## src/rtl/serial_subtractor_if.sv

```systemverilog
// Start/done handshake and operand/result bus of the bit-serial subtractor.
interface serial_subtractor_if #(
  parameter int unsigned WIDTH = 8
);
  logic             start;
  logic [WIDTH-1:0] a;
  logic [WIDTH-1:0] b;
  logic             busy;
  logic             done;
  logic [WIDTH-1:0] diff;
  logic             borrow_out;
  logic             ovf;

  // Requester side: issues operands, observes status and result.
  modport master (
    output start, a, b,
    input  busy, done, diff, borrow_out, ovf
  );

  // Subtractor side.
  modport slave (
    input  start, a, b,
    output busy, done, diff, borrow_out, ovf
  );
endinterface

```

## src/rtl/serial_subtractor.sv

```systemverilog
// Bit-serial two's-complement subtractor: diff = a - b, one bit per clock,
// LSB first, through a single full-subtractor cell with a registered borrow.
// The bus interface instance must be built with the same WIDTH as this module.
module serial_subtractor #(
  parameter int unsigned WIDTH = 8
) (
  input  logic                clk,
  input  logic                rst,
  serial_subtractor_if.slave  bus
);

  localparam int unsigned CW = $clog2(WIDTH) + 1;
  localparam logic [CW-1:0] LAST = CW'(WIDTH - 1);

  typedef enum logic [1:0] {
    IDLE,
    RUN,
    DONE
  } state_t;

  state_t           state;
  logic [WIDTH-1:0] a_sh;
  logic [WIDTH-1:0] b_sh;
  logic [WIDTH-2:0] res;
  logic [CW-1:0]    cnt;
  logic             br;
  logic             a_msb;
  logic             b_msb;

  logic             busy_q;
  logic             done_q;
  logic [WIDTH-1:0] diff_q;
  logic             borrow_q;
  logic             ovf_q;

  logic             ai;
  logic             bi;
  logic             d;
  logic             br_nxt;
  logic             accept;
  logic [WIDTH-1:0] res_cat;

  // Full-subtractor cell on the current LSBs, plus accept qualification.
  always_comb begin
    ai      = a_sh[0];
    bi      = b_sh[0];
    d       = ai ^ bi ^ br;
    br_nxt  = (~ai & bi) | (~(ai ^ bi) & br);
    accept  = bus.start && (state != RUN);
    // Partial result keeps only WIDTH-1 bits; the final bit joins it on the
    // last cycle, so the concatenation is both the shift input and the result.
    res_cat = {d, res};
  end

  // Control FSM and datapath; all outputs are registered here.
  always_ff @(posedge clk or posedge rst) begin
    if (rst) begin
      state    <= IDLE;
      a_sh     <= '0;
      b_sh     <= '0;
      res      <= '0;
      cnt      <= '0;
      br       <= 1'b0;
      a_msb    <= 1'b0;
      b_msb    <= 1'b0;
      busy_q   <= 1'b0;
      done_q   <= 1'b0;
      diff_q   <= '0;
      borrow_q <= 1'b0;
      ovf_q    <= 1'b0;
    end else begin
      case (state)
        IDLE, DONE: begin
          done_q <= 1'b0;
          if (accept) begin
            a_sh   <= bus.a;
            b_sh   <= bus.b;
            a_msb  <= bus.a[WIDTH-1];
            b_msb  <= bus.b[WIDTH-1];
            br     <= 1'b0;
            cnt    <= '0;
            busy_q <= 1'b1;
            state  <= RUN;
          end else begin
            state <= IDLE;
          end
        end
        RUN: begin
          a_sh <= {1'b0, a_sh[WIDTH-1:1]};
          b_sh <= {1'b0, b_sh[WIDTH-1:1]};
          res  <= res_cat[WIDTH-1:1];
          br   <= br_nxt;
          cnt  <= cnt + 1'b1;
          if (cnt == LAST) begin
            diff_q   <= res_cat;
            borrow_q <= br_nxt;
            ovf_q    <= (a_msb != b_msb) && (d != a_msb);
            busy_q   <= 1'b0;
            done_q   <= 1'b1;
            state    <= DONE;
          end
        end
        default: state <= IDLE;
      endcase
    end
  end

  assign bus.busy       = busy_q;
  assign bus.done       = done_q;
  assign bus.diff       = diff_q;
  assign bus.borrow_out = borrow_q;
  assign bus.ovf        = ovf_q;

endmodule

```

## src/flat_wrapper.sv

```systemverilog
// flat-port wrapper written by rule: the top's interface ports become plain ports
module serial_subtractor_flat 
#(
  parameter int unsigned WIDTH = 8
)
  (clk, rst, bus_start, bus_a, bus_b, bus_busy, bus_done, bus_diff, bus_borrow_out, bus_ovf);
  serial_subtractor_if #(.WIDTH(WIDTH)) bus_i ();
  input  logic clk;
  input  logic rst;
  input wire logic [$bits(bus_i.start)-1:0] bus_start;
  input wire logic [$bits(bus_i.a)-1:0] bus_a;
  input wire logic [$bits(bus_i.b)-1:0] bus_b;
  output wire logic [$bits(bus_i.busy)-1:0] bus_busy;
  output wire logic [$bits(bus_i.done)-1:0] bus_done;
  output wire logic [$bits(bus_i.diff)-1:0] bus_diff;
  output wire logic [$bits(bus_i.borrow_out)-1:0] bus_borrow_out;
  output wire logic [$bits(bus_i.ovf)-1:0] bus_ovf;
  assign bus_i.start = bus_start;
  assign bus_i.a = bus_a;
  assign bus_i.b = bus_b;
  assign bus_busy = bus_i.busy;
  assign bus_done = bus_i.done;
  assign bus_diff = bus_i.diff;
  assign bus_borrow_out = bus_i.borrow_out;
  assign bus_ovf = bus_i.ovf;
  serial_subtractor #(.WIDTH(WIDTH)) u_core (.clk(clk), .rst(rst), .bus(bus_i));
endmodule
```

## config.mk

```make
export PLATFORM = sky130hd
export DESIGN_NAME = serial_subtractor_flat
export DESIGN_NICKNAME = d
export VERILOG_FILES = /design/src/rtl/serial_subtractor_if.sv /design/src/rtl/serial_subtractor.sv /design/src/flat_wrapper.sv
export SDC_FILE = /design/constraint.sdc
export NUM_CORES = 1
export LEC_CHECK = 0
export CAP_MARGIN = 20
export CORE_ASPECT_RATIO = 1.4
export CORE_UTILIZATION = 56
export CTS_CLUSTER_DIAMETER = 120
export DETAILED_ROUTE_END_ITERATION = 8
export GPL_TIMING_DRIVEN = 1
export PLACE_DENSITY_LB_ADDON = 0.12
export SYNTH_ARGS = -nofsm -noshare
export SYNTH_HDL_FRONTEND = slang
export SYNTH_SLANG_ARGS = --single-unit
```

## constraint.sdc

```tcl
create_clock -name clk -period 4.85 [get_ports clk]
set_clock_uncertainty 0.15 [all_clocks]
set_input_delay 1.2125 -clock clk [delete_from_list [all_inputs] [get_ports clk]]
set_output_delay 1.2125 -clock clk [all_outputs]
set_load 0.1 [all_outputs]
```

==> flow_summary.toml, run 1 <==
[run_status]
outcome = "finished, final reports clean"

[worst_setup_path]
path_class = "reg -> out"
timing.critical_path.max_delay_family = "buffers and inverters"
cp-end-kind = "output port"
critPathBufInv = 1
rr_startpoint = "u_core.state[1]"
cpPeakStageDelay_ps = 1130
crit_arrival_ps = 1770
crit_path_cell_trace = "clkdlybuf4s50_1"
r2r.worst_path.cells = 3
crit-reg2reg-capture = "u_core.bus.ovf"
critical-path-slowest-cell = "clkdlybuf4s50_1"
cp-start-kind = "flop"
worst_ep_required_time_ps = 3490
reg2reg_setup_slack_ps = 2100
crit_path_max_fanout = 2

[yosys]
ys.warnings.count = 0
postSynthRegisterBits = 44
cell_area_after_technology_mapping_mm2 = 0.00185
asr_flop_ratio_synth = 1.00
syn_area_per_cell_um2 = 11.1
yosysMostFrequentCell = "dfrtp_1"
synth_top_area_cell = "dfrtp_1"
synth.top_cell.area_share = 0.596
number_of_synthesized_flops_with_an_enable_pin = 0
synth_seq_area_share = 0.596
ys_top_cells_by_area = "dfrtp_1 60%, nand2_1 8.7%, a22oi_1 5.3%"
yosys_most_used_dff = "dfrtp_1"
synth.lib_cells_used.distinct = 27
synth_commonest_cells = "44 x dfrtp_1, 43 x nand2_1, 14 x nand3_1, 13 x a22oi_1, 7 x inv_1"
syn_nets = 187
postSynthCellCount = 166

[cells_and_area]
finalNetCount = 216
antenna_cells_inserted = 0
final-instance-count-excl-fill = 234
areaGrowthSynthToFinish_pct = 22.1
layout_cell_share_with_drive_strength_beyond_1 = 0.0974
share_of_the_core_filled_with_cells = 0.722

[drt]
post_drt_wl_per_cell_um = 14.2
number_of_drc_markers_after_the_initial_detailed_route_iteration = 53
final_wirelength_um = 3320
vias = 1288
via_per_inst = 5.50
first_pass_iters = 4
antenna_left = 0
post-route-drc-count = 0

[worst_hold_path]
hold_path_cell_cnt = 1
hold-path-endpoint = "u_core.bus.done"
timing.hold.worst.class = "reg -> reg"
timing.hold.worst.start = "u_core.bus.done"

[clock_network]
deepest_clock_path_buffer_count = 2
number_of_buffers_inserted_by_hold_repair_at_cts = 0
clockRootBuffer = "clkbuf_8"
clkLatencyLatePin_ps = 280
worst_setup_hold_path_clk_slew_ps = 70
post_cts.repair.setup_buffers = 0
cts_tree = "done"
h-tree-depth = 2
clock-sinks = 44
cts_repair_resize_count = 0
cts_inserted_buffers = 5

[global_route]
global_route.usage.total = 0.221
grt_max_degree = 31
grt_antenna_before_repair = 0
grt_overflow = 0
first_global_vias = 1343
grt_first_pass_wirelength_um = 5750

[timing]
finalSetupViolCount = 0
finalMaxSlewViolations = 0
max_slew.worst_pin.slew_ps = 1080
fmax_ghz = 0.319
rsz_0062_raised_after_global_routing = "false"
max-slew-margin-rel = 0.280
setup_tns_ps = 0
final.min_clock_period_ps = 3140
finalHoldViolations = 0
post-route-period-util = 0.646

[pwr]
powerDensity_mw_per_mm2 = 748
leakage_power_of_the_design_nw = 1.08
worst_ir_drop_vdd_v = 0.000419

[die]
fp.coreArea_mm2 = 0.00312
die_y_um = 70.0
ioPinCount = 31
placementRows = 24
die_area_mm2 = 0.00354
start_util = 0.592
dieWidth_um = 50.6

[placement]
buffer_ports.inserted = 30
cell_total_after_placement = 226
dpl.hpwl_um = 2230
globalplace.congestion = 0.699

[flow_run]
max_cap_viols = 0
==> where the power goes <==
part           total [mW]  internal (mW)  switching, mW
combinational       0.853          0.272          0.581
clock               0.207         0.0978          0.109
sequential          0.627          0.529         0.0979
total                1.69          0.899          0.788
==> final cells by class <==
class | count | area, um2
clock buffers | 6 | 72.6
clock inverters | 1 | 5.00
fillers | 236 | 867
inverters | 7 | 26.3
multi-input cells | 104 | 659
flip-flops and latches | 44 | 1100
well taps | 39 | 48.8
repair buffers | 33 | 343
==> registers in the layout, summed over array words and instances, names as in the netlist <==
register	flops
u_core.bus.ovf	1
u_core.b_sh	8
u_core.bus.done	1
u_core.state	2
u_core.a_sh	8
u_core.cnt	4
u_core.bus.diff	8
u_core.b_msb	1
u_core.bus.borrow_out	1
u_core.a_msb	1
u_core.bus.busy	1
u_core.res	7
u_core.br	1
==> cells in the final DEF (no fill, tap or decap) <==
cell / n
o21ai_0: 2
a21o_1: 1
inv_1: 7
nand4_1: 1
nand2b_1: 3
a22oi_1: 13
clkbuf_1: 1
fa_1: 1
nor4_4: 1
mux2_4: 5
and2b_1: 1
ha_1: 1
nand3_1: 14
a221o_1: 1
nor2_1: 2
buf_4: 2
clkinv_2: 1
o2bb2ai_1: 1
dfrtp_1: 44
a22o_1: 3
nor2b_1: 1
o22ai_1: 2
clkbuf_8: 5
clkdlybuf4s50_1: 30
mux2_2: 4
nand2_1: 43
mux2i_1: 3
buf_16: 1
nor3_1: 1
==> cell families after synthesis <==
| group | synth area share |
|---|---|
| compound gates | 0.0934 |
| fa+ha+maj | 0.0176 |
| buf+inv | 0.0474 |
| flops | 0.596 |
| mux | 0.0812 |
| simple gates | 0.165 |
==> worst max path at each step <==
stage                            start              to  slack, ps  cells past startpoint
CTS                    u_core.bus.busy        bus_busy       1700                      1
global placement             bus_start  u_core.b_sh[7]       1960                      4
floorplan                          rst    u_core.a_msb       2460                      1
finish              u_core.bus.diff[1]     bus_diff[1]       1710                      1
detailed placement           bus_start       u_core.br       1900                      4
global route           u_core.bus.busy        bus_busy       1670                      1
==> metal layers <==
metal	up-vias	track usage	wire length [um]
li1	616	-	-
met1	633	0.259	1430
met2	37	0.387	1760
met3	2	0.0654	118
met4	0	0.0556	12
met5	-	0	0
==> through the flow <==
step                worst slack, ps  cell area, um2  hold slack (ps)  power (mW)
CTS                            1700            2230              336        1.70
finish                         1710            2260              329        1.69
global placement               1960            2150              310        1.46
detailed placement             1900            2150              318        1.49
global route                   1670            2260              362        1.79
floorplan                      2460            1850              296        1.30
Note: power is estimated with default switching activity, not from simulation.
==> run 2, diff against run 1 <==
--- a/config.mk
+++ b/config.mk
@@ -7,7 +7,7 @@
 export LEC_CHECK = 0
 export CAP_MARGIN = 20
 export CORE_ASPECT_RATIO = 1.4
-export CORE_UTILIZATION = 56
+export CORE_UTILIZATION = 52
 export CTS_CLUSTER_DIAMETER = 120
 export DETAILED_ROUTE_END_ITERATION = 8
 export GPL_TIMING_DRIVEN = 1
==> constraint.sdc (replaced) <==
create_clock -name clk -period 3.2 [get_ports clk]
set_clock_uncertainty 0.15 [all_clocks]
set_input_delay 0.8 -clock clk [delete_from_list [all_inputs] [get_ports clk]]
set_output_delay 0.8 -clock clk [all_outputs]
set_load 0.1 [all_outputs]
==> run 2 against run 1 <==
Compared with the run above:
- setup slack got worse by 600 ps
- sequential cell count stayed put
- first-iteration DRC count down 45%
- wire length is 0.63% higher
- critical path type is now in -> reg
- largest cell class unchanged
- highest routed layer unchanged
==> flow_summary.toml, run 2 (same netlist as run 1, synthesis figures left out) <==
[run_status]
outcome = "finished, final reports clean"

[timing]
setup_tns_ps = 0
finalMaxSlewViolations = 0
max_slew.worst_pin.slew_ps = 847
finalHoldViolations = 0
max-slew-margin-rel = 0.431
rsz_0062_raised_after_global_routing = "false"
fin_worst_hold_slack_ps = 334
final.min_clock_period_ps = 2080
fmax_ghz = 0.480
post-route-period-util = 0.650
finalSetupViolCount = 0

[clock_network]
clockRootBuffer = "clkbuf_8"
cts_repair_resize_count = 0
worst_setup_hold_path_clk_slew_ps = 80
post_cts.repair.setup_buffers = 0
number_of_buffers_inserted_by_hold_repair_at_cts = 0
deepest_clock_path_buffer_count = 2
clkLatencyLatePin_ps = 290
clock-sinks = 44
h-tree-depth = 2
cts_inserted_buffers = 5
cts_tree = "done"

[worst_setup_path]
crit-reg2reg-capture = "u_core.bus.diff[5]"
path_class = "in -> reg"
rr_startpoint = "u_core.cnt[0]"
reg2reg_setup_slack_ps = 1160
crit_arrival_ps = 2100
cp-end-kind = "flop"
crit_path_max_fanout = 19
r2r.worst_path.cells = 4
critical_path.endpoint = "u_core.cnt[2]"
startpoint = "bus_start"
worst_ep_required_time_ps = 3210
cp-start-kind = "input port"

[worst_hold_path]
timing.hold.worst.class = "reg -> reg"
hold_path_cell_cnt = 1

[cells_and_area]
fill_cells = 279
layout_cell_share_with_drive_strength_beyond_1 = 0.177
antenna_cells_inserted = 0
mostFrequentLayoutCells = "44 x dfrtp_1, 43 x nand2_1, 18 x clkdlybuf4s50_1"
finalNetCount = 218
areaGrowthSynthToFinish_pct = 21.1
mostFrequentLayoutCell = "dfrtp_1"

[die]
start_util = 0.547
die_area_mm2 = 0.00380
fp.coreArea_mm2 = 0.00338
die_y_um = 72.5
dieWidth_um = 52.4
placementRows = 25
ioPinCount = 31

[drt]
via_per_inst = 5.32
post_drt_wl_per_cell_um = 14.0
number_of_drc_markers_after_the_initial_detailed_route_iteration = 29
post-route-drc-count = 0
vias = 1265
final_wirelength_um = 3340
first_pass_iters = 4
antenna_left = 0

[global_route]
first_global_vias = 1245
grt_first_pass_wirelength_um = 5600
global_route.usage.total = 0.207
grt_overflow = 0
grt_antenna_before_repair = 0
grt_max_degree = 45

[pwr]
powerDensity_mw_per_mm2 = 1150
sw_frac_of_total = 0.467
power_frac_clock = 0.136
design_internal_power_mw = 1.37
power_frac_seq = 0.369
leakage_power_of_the_design_nw = 1.11
finalPower_mw = 2.58
switchingPower_mw = 1.20
worst_ir_drop_vdd_v = 0.000811
power.share.combinational = 0.495

[placement]
buffer_ports.inserted = 30
dpl.hpwl_um = 2340
globalplace.congestion = 0.697

[flow_run]
max_cap_viols = 0
run 2: power groups by stage:
stage	Clock [mW]	Sequential, mW	Combinational (mW)
2_1_floorplan	0	1.39	0.585
4_1_cts	0.364	0.954	1.29
6_report	0.350	0.952	1.28
3_3_place_gp	0	0.949	1.26
5_1_grt	0.392	0.983	1.38
3_5_place_dp	0	0.963	1.29
run 2: worst min-delay path by stage:
stage,slack (ps),endpoint,start
2_1_floorplan,300,u_core.res[0],u_core.res[0]
3_3_place_gp,310,u_core.res[0],u_core.res[0]
3_5_place_dp,320,u_core.bus.done,u_core.bus.done
4_1_cts,340,u_core.bus.done,u_core.bus.done
5_1_grt,380,u_core.bus.done,u_core.bus.done
6_report,330,u_core.bus.done,u_core.bus.done
run 2: worst max-delay path: stages:
cell and delay, ps:
clkdlybuf4s50_1 480, nand2b_1 380, mux2i_1 320, o22ai_1 110
run 2: area by class of cell:
class	count	area (um2)	area share
repair buffers	35	308	0.138
clock inverters	2	10.0	0.00447
flip-flops and latches	44	1100	0.492
well taps	40	50.0	0.0224
clock buffers	6	82.6	0.0369
multi-input cells	104	659	0.295
inverters	7	26.3	0.0117
run 2: per-stage QoR:
| stage | cell area, um2 | setup slack, ps | utilization | std cells |
|---|---|---|---|---|
| final | 2240 | 1120 | 0.662 | 238 |
| after global routing | 2240 | 1000 | 0.662 | 238 |
| after CTS | 2240 | 1110 | 0.662 | 238 |
| after detailed placement | 2140 | 802 | 0.635 | 230 |
| after global placement | 2140 | 869 | 0.635 | 230 |
| after floorplan | 1850 | 1220 | - | 166 |
run 2: per-layer routing:
layer | track usage | vias up | routed length, um
met3 | 0.0629 | 6 | 120
met5 | 0 | - | 0
met4 | 0.0877 | 0 | 64
met1 | 0.238 | 609 | 1420
met2 | 0.350 | 27 | 1730
li1 | - | 623 | -
